**src/rtl/pointing_port_scheduler.sv**
```systemverilog
// Merges two pointing-device byte streams onto one paced serial stream.
// Bytes are buffered per port; only whole packets are forwarded, round-robin.
module pointing_port_scheduler #(
  parameter int FIFO_DEPTH      = 8,
  parameter int TICKS_NORMAL    = 250000,
  parameter int TICKS_OVERCLOCK = 200000
) (
  input  logic       clk,
  input  logic       reset_n,
  input  logic       rts,
  input  logic       overclock,
  input  logic       in0_write,
  input  logic [7:0] in0_data,
  input  logic       in1_write,
  input  logic [7:0] in1_data,
  output logic [1:0] rts_out,
  output logic       out_write,
  output logic [7:0] out_data,
  output logic       active_port,
  output logic [1:0] overflow
);

  localparam int AW   = $clog2(FIFO_DEPTH);
  localparam int TMAX = (TICKS_NORMAL > TICKS_OVERCLOCK) ? TICKS_NORMAL : TICKS_OVERCLOCK;
  localparam int GW   = $clog2(TMAX) + 1;

  localparam logic [AW:0]   DEPTH_P    = (AW+1)'(FIFO_DEPTH);
  localparam logic [AW:0]   PTR_ONE    = (AW+1)'(1);
  localparam logic [GW-1:0] GAP_ONE    = GW'(1);
  localparam logic [GW-1:0] GAP_NORMAL = GW'(TICKS_NORMAL - 1);
  localparam logic [GW-1:0] GAP_OVER   = GW'(TICKS_OVERCLOCK - 1);

  typedef enum logic {PH_ID, PH_DATA} phase_t;
  typedef enum logic [1:0] {S_IDLE, S_EMIT, S_WAIT} sched_t;

  logic [7:0]  mem     [2][FIFO_DEPTH];
  logic [AW:0] wr_ptr  [2];
  logic [AW:0] cm_ptr  [2];
  logic [AW:0] rd_ptr  [2];
  logic [AW:0] pkt_cnt [2];
  phase_t      phase   [2];
  logic [1:0]  idx     [2];
  logic [1:0]  drop;
  logic [1:0]  id_pend;

  logic [1:0]  in_write;
  logic [7:0]  in_data [2];
  logic [1:0]  wr_req, full, last, accept, ovf_hit, commit, pop, done, avail;

  sched_t      state, state_n;
  logic [GW-1:0] gap, gap_n;
  logic [1:0]  remaining, rem_n;
  logic        sel_n, last_grant, lg_n, grant;
  logic [7:0]  data_hold;
  logic [7:0]  head;

  assign rts_out    = {rts, rts};
  assign in_write   = {in1_write, in0_write};
  assign in_data[0] = in0_data;
  assign in_data[1] = in1_data;

  always_comb begin
    for (int unsigned p = 0; p < 2; p++) begin
      wr_req[p]  = in_write[p] & ~rts;
      full[p]    = (wr_ptr[p] - rd_ptr[p]) == DEPTH_P;
      last[p]    = (phase[p] == PH_ID) || (idx[p] == 2'd2);
      accept[p]  = wr_req[p] & ~drop[p] & ~full[p];
      ovf_hit[p] = wr_req[p] & ~drop[p] & full[p];
      commit[p]  = accept[p] & last[p];
      pop[p]     = (state == S_EMIT) && (active_port == 1'(p));
      done[p]    = pop[p] && (remaining == 2'd1);
      avail[p]   = pkt_cnt[p] != '0;
    end
  end

  always_ff @(posedge clk) begin
    for (int unsigned p = 0; p < 2; p++) begin
      if (accept[p]) mem[p][wr_ptr[p][AW-1:0]] <= in_data[p];
    end
  end

  // A write into a full FIFO rewinds to the last commit point and swallows
  // the rest of that packet; the index keeps counting so framing stays aligned.
  always_ff @(posedge clk or negedge reset_n) begin
    if (!reset_n) begin
      for (int unsigned p = 0; p < 2; p++) begin
        wr_ptr[p]  <= '0;
        cm_ptr[p]  <= '0;
        rd_ptr[p]  <= '0;
        pkt_cnt[p] <= '0;
        phase[p]   <= PH_ID;
        idx[p]     <= '0;
      end
      drop     <= '0;
      id_pend  <= '0;
      overflow <= '0;
    end else if (rts) begin
      for (int unsigned p = 0; p < 2; p++) begin
        wr_ptr[p]  <= '0;
        cm_ptr[p]  <= '0;
        rd_ptr[p]  <= '0;
        pkt_cnt[p] <= '0;
        phase[p]   <= PH_ID;
        idx[p]     <= '0;
      end
      drop     <= '0;
      id_pend  <= '0;
      overflow <= '0;
    end else begin
      for (int unsigned p = 0; p < 2; p++) begin
        if (accept[p]) begin
          wr_ptr[p] <= wr_ptr[p] + PTR_ONE;
          if (last[p]) cm_ptr[p] <= wr_ptr[p] + PTR_ONE;
        end else if (ovf_hit[p]) begin
          wr_ptr[p]   <= cm_ptr[p];
          overflow[p] <= 1'b1;
          if (!last[p]) drop[p] <= 1'b1;
        end

        if (wr_req[p]) begin
          if (phase[p] == PH_ID) begin
            if (accept[p]) phase[p] <= PH_DATA;
          end else begin
            idx[p] <= (idx[p] == 2'd2) ? 2'd0 : idx[p] + 2'd1;
            if (idx[p] == 2'd2) drop[p] <= 1'b0;
          end
        end

        if (pop[p]) rd_ptr[p] <= rd_ptr[p] + PTR_ONE;
        pkt_cnt[p] <= pkt_cnt[p] + {{AW{1'b0}}, commit[p]} - {{AW{1'b0}}, done[p]};

        if (commit[p] && (phase[p] == PH_ID)) id_pend[p] <= 1'b1;
        else if (done[p])                     id_pend[p] <= 1'b0;
      end
    end
  end

  // IDLE grants one cycle before the gap would reach zero so the first byte of
  // the next packet lands exactly one period after the previous byte.
  always_comb begin
    state_n = state;
    gap_n   = gap;
    rem_n   = remaining;
    sel_n   = active_port;
    lg_n    = last_grant;
    grant   = 1'b0;
    case (state)
      S_IDLE: begin
        if (gap != '0) gap_n = gap - GAP_ONE;
        if ((gap <= GAP_ONE) && (avail != 2'b00)) begin
          grant   = (avail == 2'b11) ? ~last_grant : avail[1];
          sel_n   = grant;
          lg_n    = grant;
          rem_n   = id_pend[grant] ? 2'd1 : 2'd3;
          state_n = S_EMIT;
        end
      end
      S_EMIT: begin
        gap_n   = overclock ? GAP_OVER : GAP_NORMAL;
        rem_n   = remaining - 2'd1;
        state_n = (remaining == 2'd1) ? S_IDLE : S_WAIT;
      end
      S_WAIT: begin
        if (gap != '0) gap_n = gap - GAP_ONE;
        if (gap <= GAP_ONE) state_n = S_EMIT;
      end
      default: state_n = S_IDLE;
    endcase
  end

  always_ff @(posedge clk or negedge reset_n) begin
    if (!reset_n) begin
      state       <= S_IDLE;
      gap         <= '0;
      remaining   <= '0;
      active_port <= 1'b0;
      last_grant  <= 1'b1;
    end else if (rts) begin
      state     <= S_IDLE;
      gap       <= '0;
      remaining <= '0;
    end else begin
      state       <= state_n;
      gap         <= gap_n;
      remaining   <= rem_n;
      active_port <= sel_n;
      last_grant  <= lg_n;
    end
  end

  assign head      = mem[active_port][rd_ptr[active_port][AW-1:0]];
  assign out_write = (state == S_EMIT) && !rts;
  assign out_data  = out_write ? head : data_hold;

  always_ff @(posedge clk or negedge reset_n) begin
    if (!reset_n)       data_hold <= '0;
    else if (out_write) data_hold <= head;
  end

endmodule

```
**config.mk**
```make
export PLATFORM = sky130hd
export DESIGN_NAME = pointing_port_scheduler
export DESIGN_NICKNAME = d
export VERILOG_FILES = /design/src/rtl/pointing_port_scheduler.sv
export SDC_FILE = /design/constraint.sdc
export NUM_CORES = 1
export LEC_CHECK = 0
export BUFFER_PORTS_ARGS = -buffer_cell sky130_fd_sc_hd__buf_2
export CAP_MARGIN = 20
export CORE_ASPECT_RATIO = 1.2
export CORE_UTILIZATION = 55
export DETAILED_ROUTE_END_ITERATION = 8
export PLACE_DENSITY = 0.74
export SYNTH_ARGS = -nofsm -noshare
export SYNTH_HDL_FRONTEND = slang
export SYNTH_SLANG_ARGS = --single-unit
export TNS_END_PERCENT = 50
```
**constraint.sdc**
```tcl
create_clock -name clk -period 3.9 [get_ports clk]
set_input_delay 0.39 -clock clk [delete_from_list [all_inputs] [get_ports clk]]
set_output_delay 0.39 -clock clk [all_outputs]
set_load 0.02 [all_outputs]
```
==> results of run 1 <==
## what timing repair did
item                                    4_1_cts  5_1_grt
endpoints found under the hold margin         0       11
buffers inserted                              0        0
endpoints found under the setup margin        0        0
hold buffers                                  0        1
## flip-flops by register name (all words and copies together), names as in the netlist, 4 cells and up
name,count
pkt_cnt,8
data_hold,8
gap,19
rd_ptr,8
mem,128
cm_ptr,8
idx,4
wr_ptr,8
## layer usage
layer | vias to the layer above | part of all wire (%)
met3 | 44 | 4.1
met5 | - | 0
li1 | 2598 | -
met4 | 0 | 3.4
met1 | 2879 | 41
met2 | 167 | 52
## power by group
| group | internal [mW] | switching, mW |
|---|---|---|
| Sequential | 2.50 | 0.179 |
| Clock | 1.42 | 0.867 |
| Combinational | 0.552 | 0.763 |
## how the worst min path moves through the flow
stage | cells after the start | to | start
global placement | 1 | data_hold[1]$_DFF_PN0_ | data_hold[1]$_DFF_PN0_
finish | 1 | mem[1][50]$_DFFE_PP_ | in1_data[2]
CTS | 1 | wr_ptr[6]$_DFFE_PN0P_ | reset_n
detailed placement | 1 | data_hold[2]$_DFF_PN0_ | data_hold[2]$_DFF_PN0_
global route | 1 | mem[1][50]$_DFFE_PP_ | in1_data[2]
floorplan | 0 | active_port$_DFFE_PN0P_ | reset_n
## cell families after synthesis
group	Yosys count	synth area share, %
compound gates	101	7.52
xor+xnor	27	2.56
fa+ha+maj	25	3.55
buf+inv	69	3.07
flops	205	62.4
mux	61	11.0
simple gates	171	9.85
## cell usage in the layout (no fill, tap or decap), types with 25 or more instances in the layout
cell and count:
sky130_fd_sc_hd__mux4_2 32, sky130_fd_sc_hd__nor2_1 34, sky130_fd_sc_hd__a21oi_1 26, sky130_fd_sc_hd__nand2_1 39, sky130_fd_sc_hd__inv_1 30, sky130_fd_sc_hd__edfxtp_1 128
sky130_fd_sc_hd__buf_2 34, sky130_fd_sc_hd__mux2i_1 25, sky130_fd_sc_hd__dfrtp_1 76, sky130_fd_sc_hd__buf_4 26
## layout make-up
cell class | count | area (um^2) | share of cell area, %
Multi-Input combinational cell | 385 | 3190 | 30.2
Inverter | 30 | 113 | 1.07
Clock buffer | 24 | 579 | 5.49
Sequential cell | 205 | 5770 | 54.7
Clock inverter | 16 | 226 | 2.15
Tap cell | 212 | 265 | 2.51
Timing Repair Buffer | 62 | 403 | 3.82
## stage by stage
| step | total power, mW | setup slack (ns) | instance area [um^2] | instances |
|---|---|---|---|---|
| 2_1_floorplan | 3.68 | 0.327 | 9250 | 659 |
| 3_3_place_gp | 3.94 | 0.730 | 9710 | 892 |
| 3_5_place_dp | 4.01 | 0.574 | 9710 | 892 |
| 4_1_cts | 6.31 | 0.534 | 10500 | 932 |
| 5_1_grt | 6.56 | 0.367 | 10500 | 934 |
| 6_report | 6.28 | 0.528 | 10500 | 934 |
==> results.md, run 1 <==
* Status: finished, final reports clean
* Path length in cells of the critical path at 12
* Maximum fanout encountered on the critical timing path at 11
* Total overflow reported by the global router at 0
* Maximum level of the CTS H-tree at 1
* Fraction of the cycle the final worst path needs at roughly 86%
* IR drop worst, VDD at between 0.5 and 0.6 mV
* Total of flip-flops plus latches after synthesis at 205
* Number of nets in the layout at between 700 and 800
* Filler cell count in the final layout at around 1200
* Leading register cell type out of synthesis: sky130_fd_sc_hd__edfxtp_1
* Placement Rows at slightly above 50
* DRC Markers at 0
* GR met3 Demand/Resource at 3.12%
* Pins Over Slew Limit at 0
* Cells after Synth at approximately 660
* Sequence of cells on the critical path: inv_1 -> ha_1 -> nand3b_1 -> and3_4 -> o2111a_2 -> or3_1 -> ha_1 -> inv_1 -> ha_1 -> fa_1 -> xnor2_1 -> nor2_1
* Leakage power of the design at around 4 nW
* Layout Skew at 0.0183 ns
* Clock transition at the register clock pins on the worst setup and hold paths after CTS at 0.07 ns
* Cell repeated most along the worst path: sky130_fd_sc_hd__ha_1
* Length in cells of the worst reg-to-reg path at 12
* Most instantiated library cell after synthesis: sky130_fd_sc_hd__edfxtp_1
* CP arrival at 3.76 ns
* Peak per-stage delay on the critical path at 0.53 ns
* Routability cong. at ~0.85
* Worst hold path class: in2reg
* Maximum number of pins on one net before global-route repair at between 70 and 80
* CP max-delay cell: sky130_fd_sc_hd__dfrtp_1
* HPWL after detailed placement at between 10000 and 15000 um
* Leading post-synthesis cells by cell area: sky130_fd_sc_hd__edfxtp_1 42%, sky130_fd_sc_hd__dfrtp_1 21%, sky130_fd_sc_hd__mux4_2 7.8%
* Launch point of the critical path: wr_ptr[0]$_DFFE_PN0P_
* Register-to-Register Setup Slack at roughly 0.53 ns
* Number of antenna violations at the first check in global routing at 0
* Synth-to-Final Area Change at 14.1%
* Via count of the first global-routing pass at around 5800
* Startpoint class of the critical path: flop
* Routed wirelength normalized by instance count at approximately 21 um
* Fin Setup TNS at 0 ns
* Critical Path Sink Type: flop
* FFs w/ async S/R, synth at a little under two fifths
* Syn nets at around 700
* Clock tree from TritonCTS: yes
* Y dimension of the die at roughly 140 um
* Max Cap Viol at 0
* PostCTS Resize Cnt at 0
* Crit path buffers/inverters at 2
* Number of enable-type register cells in the synthesized netlist at ~130
* Die X at ~120 um
* Full die area at about 17000 um^2
* Count of antenna-violating nets left after detailed routing at 0
* Critical Path RT at 4.28 ns
* Final-layout worst hold slack at 0.151 ns
* First-pass GRT wire length at 31200 um
* Met2 global-route usage at 41.3%
* Core box area at between 15000 and 20000 um^2
* Hold Violations, Final at 0
* Reg2reg end: pkt_cnt[2]$_DFF_PN0_
* Layout cell share with drive strength beyond 1 at a little over a fifth
* Worst setup path endpoint: pkt_cnt[2]$_DFF_PN0_
* Final setup violation count at 0
* Family with the most delay on the worst path: adder cells
* Count of port buffers added during placement at 35
* Seq/Total Area, Yosys at a little over three fifths
* Mean Syn Cell Area at about 14 um^2
* Clk sink count at slightly above 200
* Power Dens Cells at between 500 and 600 nW/um^2
* Final core utilization at 64.6%
* Total CTS buffers at 22
* Time the worst path needs with I/O delays and setup at roughly 3.4 ns
* Inserted Diodes at 0
* Slew at the pin with the worst max-slew slack at 0.644 ns
* Worst R2R Start: wr_ptr[0]$_DFFE_PN0P_
* Library cell used as clock root buffer: sky130_fd_sc_hd__clkbuf_16
* Cell area after technology mapping at 9250 um^2
* Post-detailed-routing wire length at about 20000 um
* Peak Freq at 0.297 GHz
* Vias per Instance at between 6 and 7
* Worst setup path class: reg2reg
* GRT busiest layer: met2
* Cell taking the most area after synthesis: sky130_fd_sc_hd__edfxtp_1
* Bufs on Longest Clock Path at 3
* Drt first pass iters at 5
* Initial detailed-routing violation count at 399
* IO Count at 36
* Leading cell types by count after synthesis: 128 x sky130_fd_sc_hd__edfxtp_1, 76 x sky130_fd_sc_hd__dfrtp_1, 39 x sky130_fd_sc_hd__nand2_1
* Synth warn at 0
* Initial Util at about 57%
* Headroom to the max-slew limit at between 50 and 60%
* Clock insertion delay at the later pin of the skew report at between 0.5 and 0.6 ns
* Met1 track demand over resource at roughly 30%
* Unrepaired setup endpoints after global routing: no
* Total global-route track usage at approximately a quarter
* Area share of the largest cell type after synthesis at 41.6%
* Via total after detailed routing at ~5700
* Number of unique standard cell types used by synthesis at 61
(Power assumes the default switching activity.)
==> run 2: changes to the inputs <==
--- a/config.mk
+++ b/config.mk
@@ -8,9 +8,10 @@
 export BUFFER_PORTS_ARGS = -buffer_cell sky130_fd_sc_hd__buf_2
 export CAP_MARGIN = 20
 export CORE_ASPECT_RATIO = 1.2
-export CORE_UTILIZATION = 55
+export CORE_UTILIZATION = 45
 export DETAILED_ROUTE_END_ITERATION = 8
-export PLACE_DENSITY = 0.74
+export GPL_TIMING_DRIVEN = 0
+export PLACE_DENSITY = 0.63
 export SYNTH_ARGS = -nofsm -noshare
 export SYNTH_HDL_FRONTEND = slang
 export SYNTH_SLANG_ARGS = --single-unit
==> run 2 against run 1 <==
Highest routed layer unchanged. Final cell count grew 8.1%. Clock skew decreased by 0.0070 ns. Power shrank 2.9%. Hold slack better by 0.0052 ns. Clock power shrank 9.2%. Largest power group unchanged. Sequential cell count unchanged. Sequential share of layout area decreased by 0.65 points. Via count is 0.58% lower. Critical path depth fell by 2. Design area is 1.2% higher. Sequential power about the same. Non-clock buffer count is 23 higher.
==> results.md, run 2 (synthesis gave the netlist of run 1 again) <==
* DRC Markers at 0 (unchanged)
* Post-CTS setup repair buffer count at 0 (unchanged)
* Routability cong. at 0.825 (-2.6%)
* Critical Path Sink Type: flop
* Placement Rows at 57 (+12%)
* Register cell area after layout at 5770 um^2 (unchanged)
* Layout Skew at 0.0113 ns (-0.00704 ns)
* Synth-to-Final Area Change at 15.5%
* Clock insertion delay at the later pin of the skew report at 0.50 ns (about the same)
* CP arrival at 3.82 ns (+0.06 ns)
* Clock tree from TritonCTS: yes
* Power Dens Cells at 571 nW/um^2 (-4.0%)
* Time the worst path needs with I/O delays and setup at 3.61 ns (+0.236 ns)
* Leakage power of the design at 4.04 nW (-0.24%)
* Total global-route track usage at 19.7% (-4.0 points)
* Die X at 133 um (+10%)
* Via count of the first global-routing pass at 5962 (+2.5%)
* Worst setup path class: reg2reg
* Unrepaired setup endpoints after global routing: no
* Critical Path RT at 4.11 ns (-0.17 ns)
* Maximum number of pins on one net before global-route repair at 52 (-33%)
* Cell area after layout at 10700 um^2 (+1.2%)
* Final setup violation count at 0 (unchanged)
* Pre-CTS worst setup slack at -0.335 ns (-0.910 ns)
* Final-layout worst hold slack at 0.156 ns (+0.00521 ns)
* Total CTS buffers at 22 (unchanged)
* Inserted Diodes at 0 (unchanged)
* Sequence of cells on the critical path: clkbuf_2 -> inv_1 -> ha_1 -> nand3b_1 -> a21oi_1 -> nor4_2 -> or3_1 -> clkbuf_1 -> nor4b_2 -> buf_4
* Leading cell type in the layout, fill and taps excluded: sky130_fd_sc_hd__edfxtp_1
* Headroom to the max-slew limit at 35.7% (-21 points)
* Number of antenna violations at the first check in global routing at 0 (unchanged)
* Worst hold path class: in2reg
* Library cell used as clock root buffer: sky130_fd_sc_hd__clkbuf_16
* IR drop worst, VDD at 0.434 mV (-19%)
* Instance area after placement at 9940 um^2 (+2.4%)
* CP max-delay cell: sky130_fd_sc_hd__nor4b_2
* Commonest cells after routing, fill and taps aside: 128 x sky130_fd_sc_hd__edfxtp_1, 76 x sky130_fd_sc_hd__dfrtp_1, 39 x sky130_fd_sc_hd__nand2_1, 39 x sky130_fd_sc_hd__buf_2, 34 x sky130_fd_sc_hd__nor2_1
* Peak per-stage delay on the critical path at 0.70 ns (+0.17 ns)
* Peak Freq at 0.277 GHz (-6.5%)
* Initial Util at 45.8% (-11 points)
* Clock transition at the register clock pins on the worst setup and hold paths after CTS at 0.06 ns (about the same)
* Post-detailed-routing wire length at 20000 um (+2.4%)
* Max Cap Viol at 0 (unchanged)
* Multi-input gate area at 3270 um^2 (+2.5%)
* Fraction of the cycle the final worst path needs at 92.5% (+6.0 points)
* IO Count at 36 (unchanged)
* Startpoint class of the critical path: flop
* Via total after detailed routing at 5655 (-0.58%)
* Routed wirelength normalized by instance count at 19.8 um (-5.3%)
* Total overflow reported by the global router at 0 (unchanged)
* Maximum fanout encountered on the critical timing path at 19 (+8)
* First-pass GRT wire length at 32200 um (+3.1%)
* Initial detailed-routing violation count at 363 (-9.0%)
* Y dimension of the die at 159 um (+10%)
* Status: finished, final reports clean
* Filler cell count in the final layout at 1661 (+38%)
* Bufs on Longest Clock Path at 3 (unchanged)
* Layout cell share with drive strength beyond 1 at 20.8% (-0.11 points)
* Clk sink count at 205 (unchanged)
* Final WS setup at 0.292 ns (-0.236 ns)
* Slew at the pin with the worst max-slew slack at 0.961 ns (+0.316 ns)
* Number of nets in the layout at 776 (+3.1%)
* Pins Over Slew Limit at 0 (unchanged)
* Maximum level of the CTS H-tree at 1 (unchanged)
* Max FFs per register at 128 (unchanged)
* HPWL after detailed placement at 14100 um (+12%)
* Count of antenna-violating nets left after detailed routing at 0 (unchanged)
* Vias per Instance at 5.60 (-8.1%)
* Core box area at 20200 um^2 (+24%)
* Full die area at 21100 um^2 (+22%)
* Count of port buffers added during placement at 35 (unchanged)
* Hold Violations, Final at 0 (unchanged)
* Drt first pass iters at 4 (-1)
## run 2: cell type report
class	count	share of cell area, %
Buffer	36	1.52
Multi-Input combinational cell	385	30.6
Sequential cell	205	54.1
Clock inverter	11	1.04
Timing Repair Buffer	49	2.86
Clock buffer	29	5.70
Tap cell	265	3.11
Inverter	30	1.05
## run 2: worst paths after layout
kind,slack (ns),to,start,depth (start not counted)
min in group asynchronous,0.36,gap[4]$_DFFE_PN0P_,reset_n,2
worst max-delay path,0.29,mem[0][26]$_DFFE_PP_,rd_ptr[5]$_DFFE_PN0P_,10
worst max register to register,0.29,mem[0][26]$_DFFE_PP_,rd_ptr[5]$_DFFE_PN0P_,10
worst min-delay path,0.16,mem[1][50]$_DFFE_PP_,in1_data[2],1
worst min register to register,0.47,data_hold[1]$_DFF_PN0_,data_hold[1]$_DFF_PN0_,1
max in group asynchronous,2.91,last_grant$_DFFE_PN1P_,reset_n,3
## run 2: per-stage QoR
| stage | power, mW | TNS, ns | util (%) | std cells |
|---|---|---|---|---|
| after floorplan | 3.68 | 0 | - | 659 |
| after global placement | 3.99 | -69.49 | 48.3 | 959 |
| after detailed placement | 4.06 | -9.95 | 49.2 | 972 |
| after CTS | 6.14 | 0 | 52.9 | 1011 |
| after global routing | 6.40 | 0 | 52.9 | 1010 |
| final | 6.10 | 0 | 52.9 | 1010 |
## run 2: per-layer routing
layer / share of wire, % / vias up / wire length (um) / track usage (%)
met5: 0 / - / 0 / 0
met4: 3.7 / 0 / 742 / 8.10
met3: 4.1 / 42 / 822 / 3.12
met2: 49 / 120 / 9820 / 32.8
met1: 43 / 2854 / 8600 / 25.7
li1: - / 2639 / - / -
## run 2: what timing repair did
item                       4_1_cts  5_1_grt
setup endpoints to repair       83       15
cloned                           0        0
resized for setup                3        1
hold endpoints to repair        26        0
hold buffers                     1        0
## run 2: worst max-delay path, delay by kind of cell, from the launching register on
| family | cells | cell delay (ns) |
|---|---|---|
| compound gates | 1 | 0.18 |
| fa+ha+maj | 1 | 0.31 |
| buf+inv | 4 | 1.13 |
| flops | 1 | 0.36 |
| simple gates | 4 | 1.33 |
## run 2: power by group
| group | leakage, nW | total, mW | internal (mW) | switching [mW] |
|---|---|---|---|---|
| logic | 1.49 | 1.37 | 0.585 | 0.780 |
| clock network | 0.350 | 2.07 | 1.23 | 0.835 |
| registers | 2.20 | 2.67 | 2.50 | 0.162 |
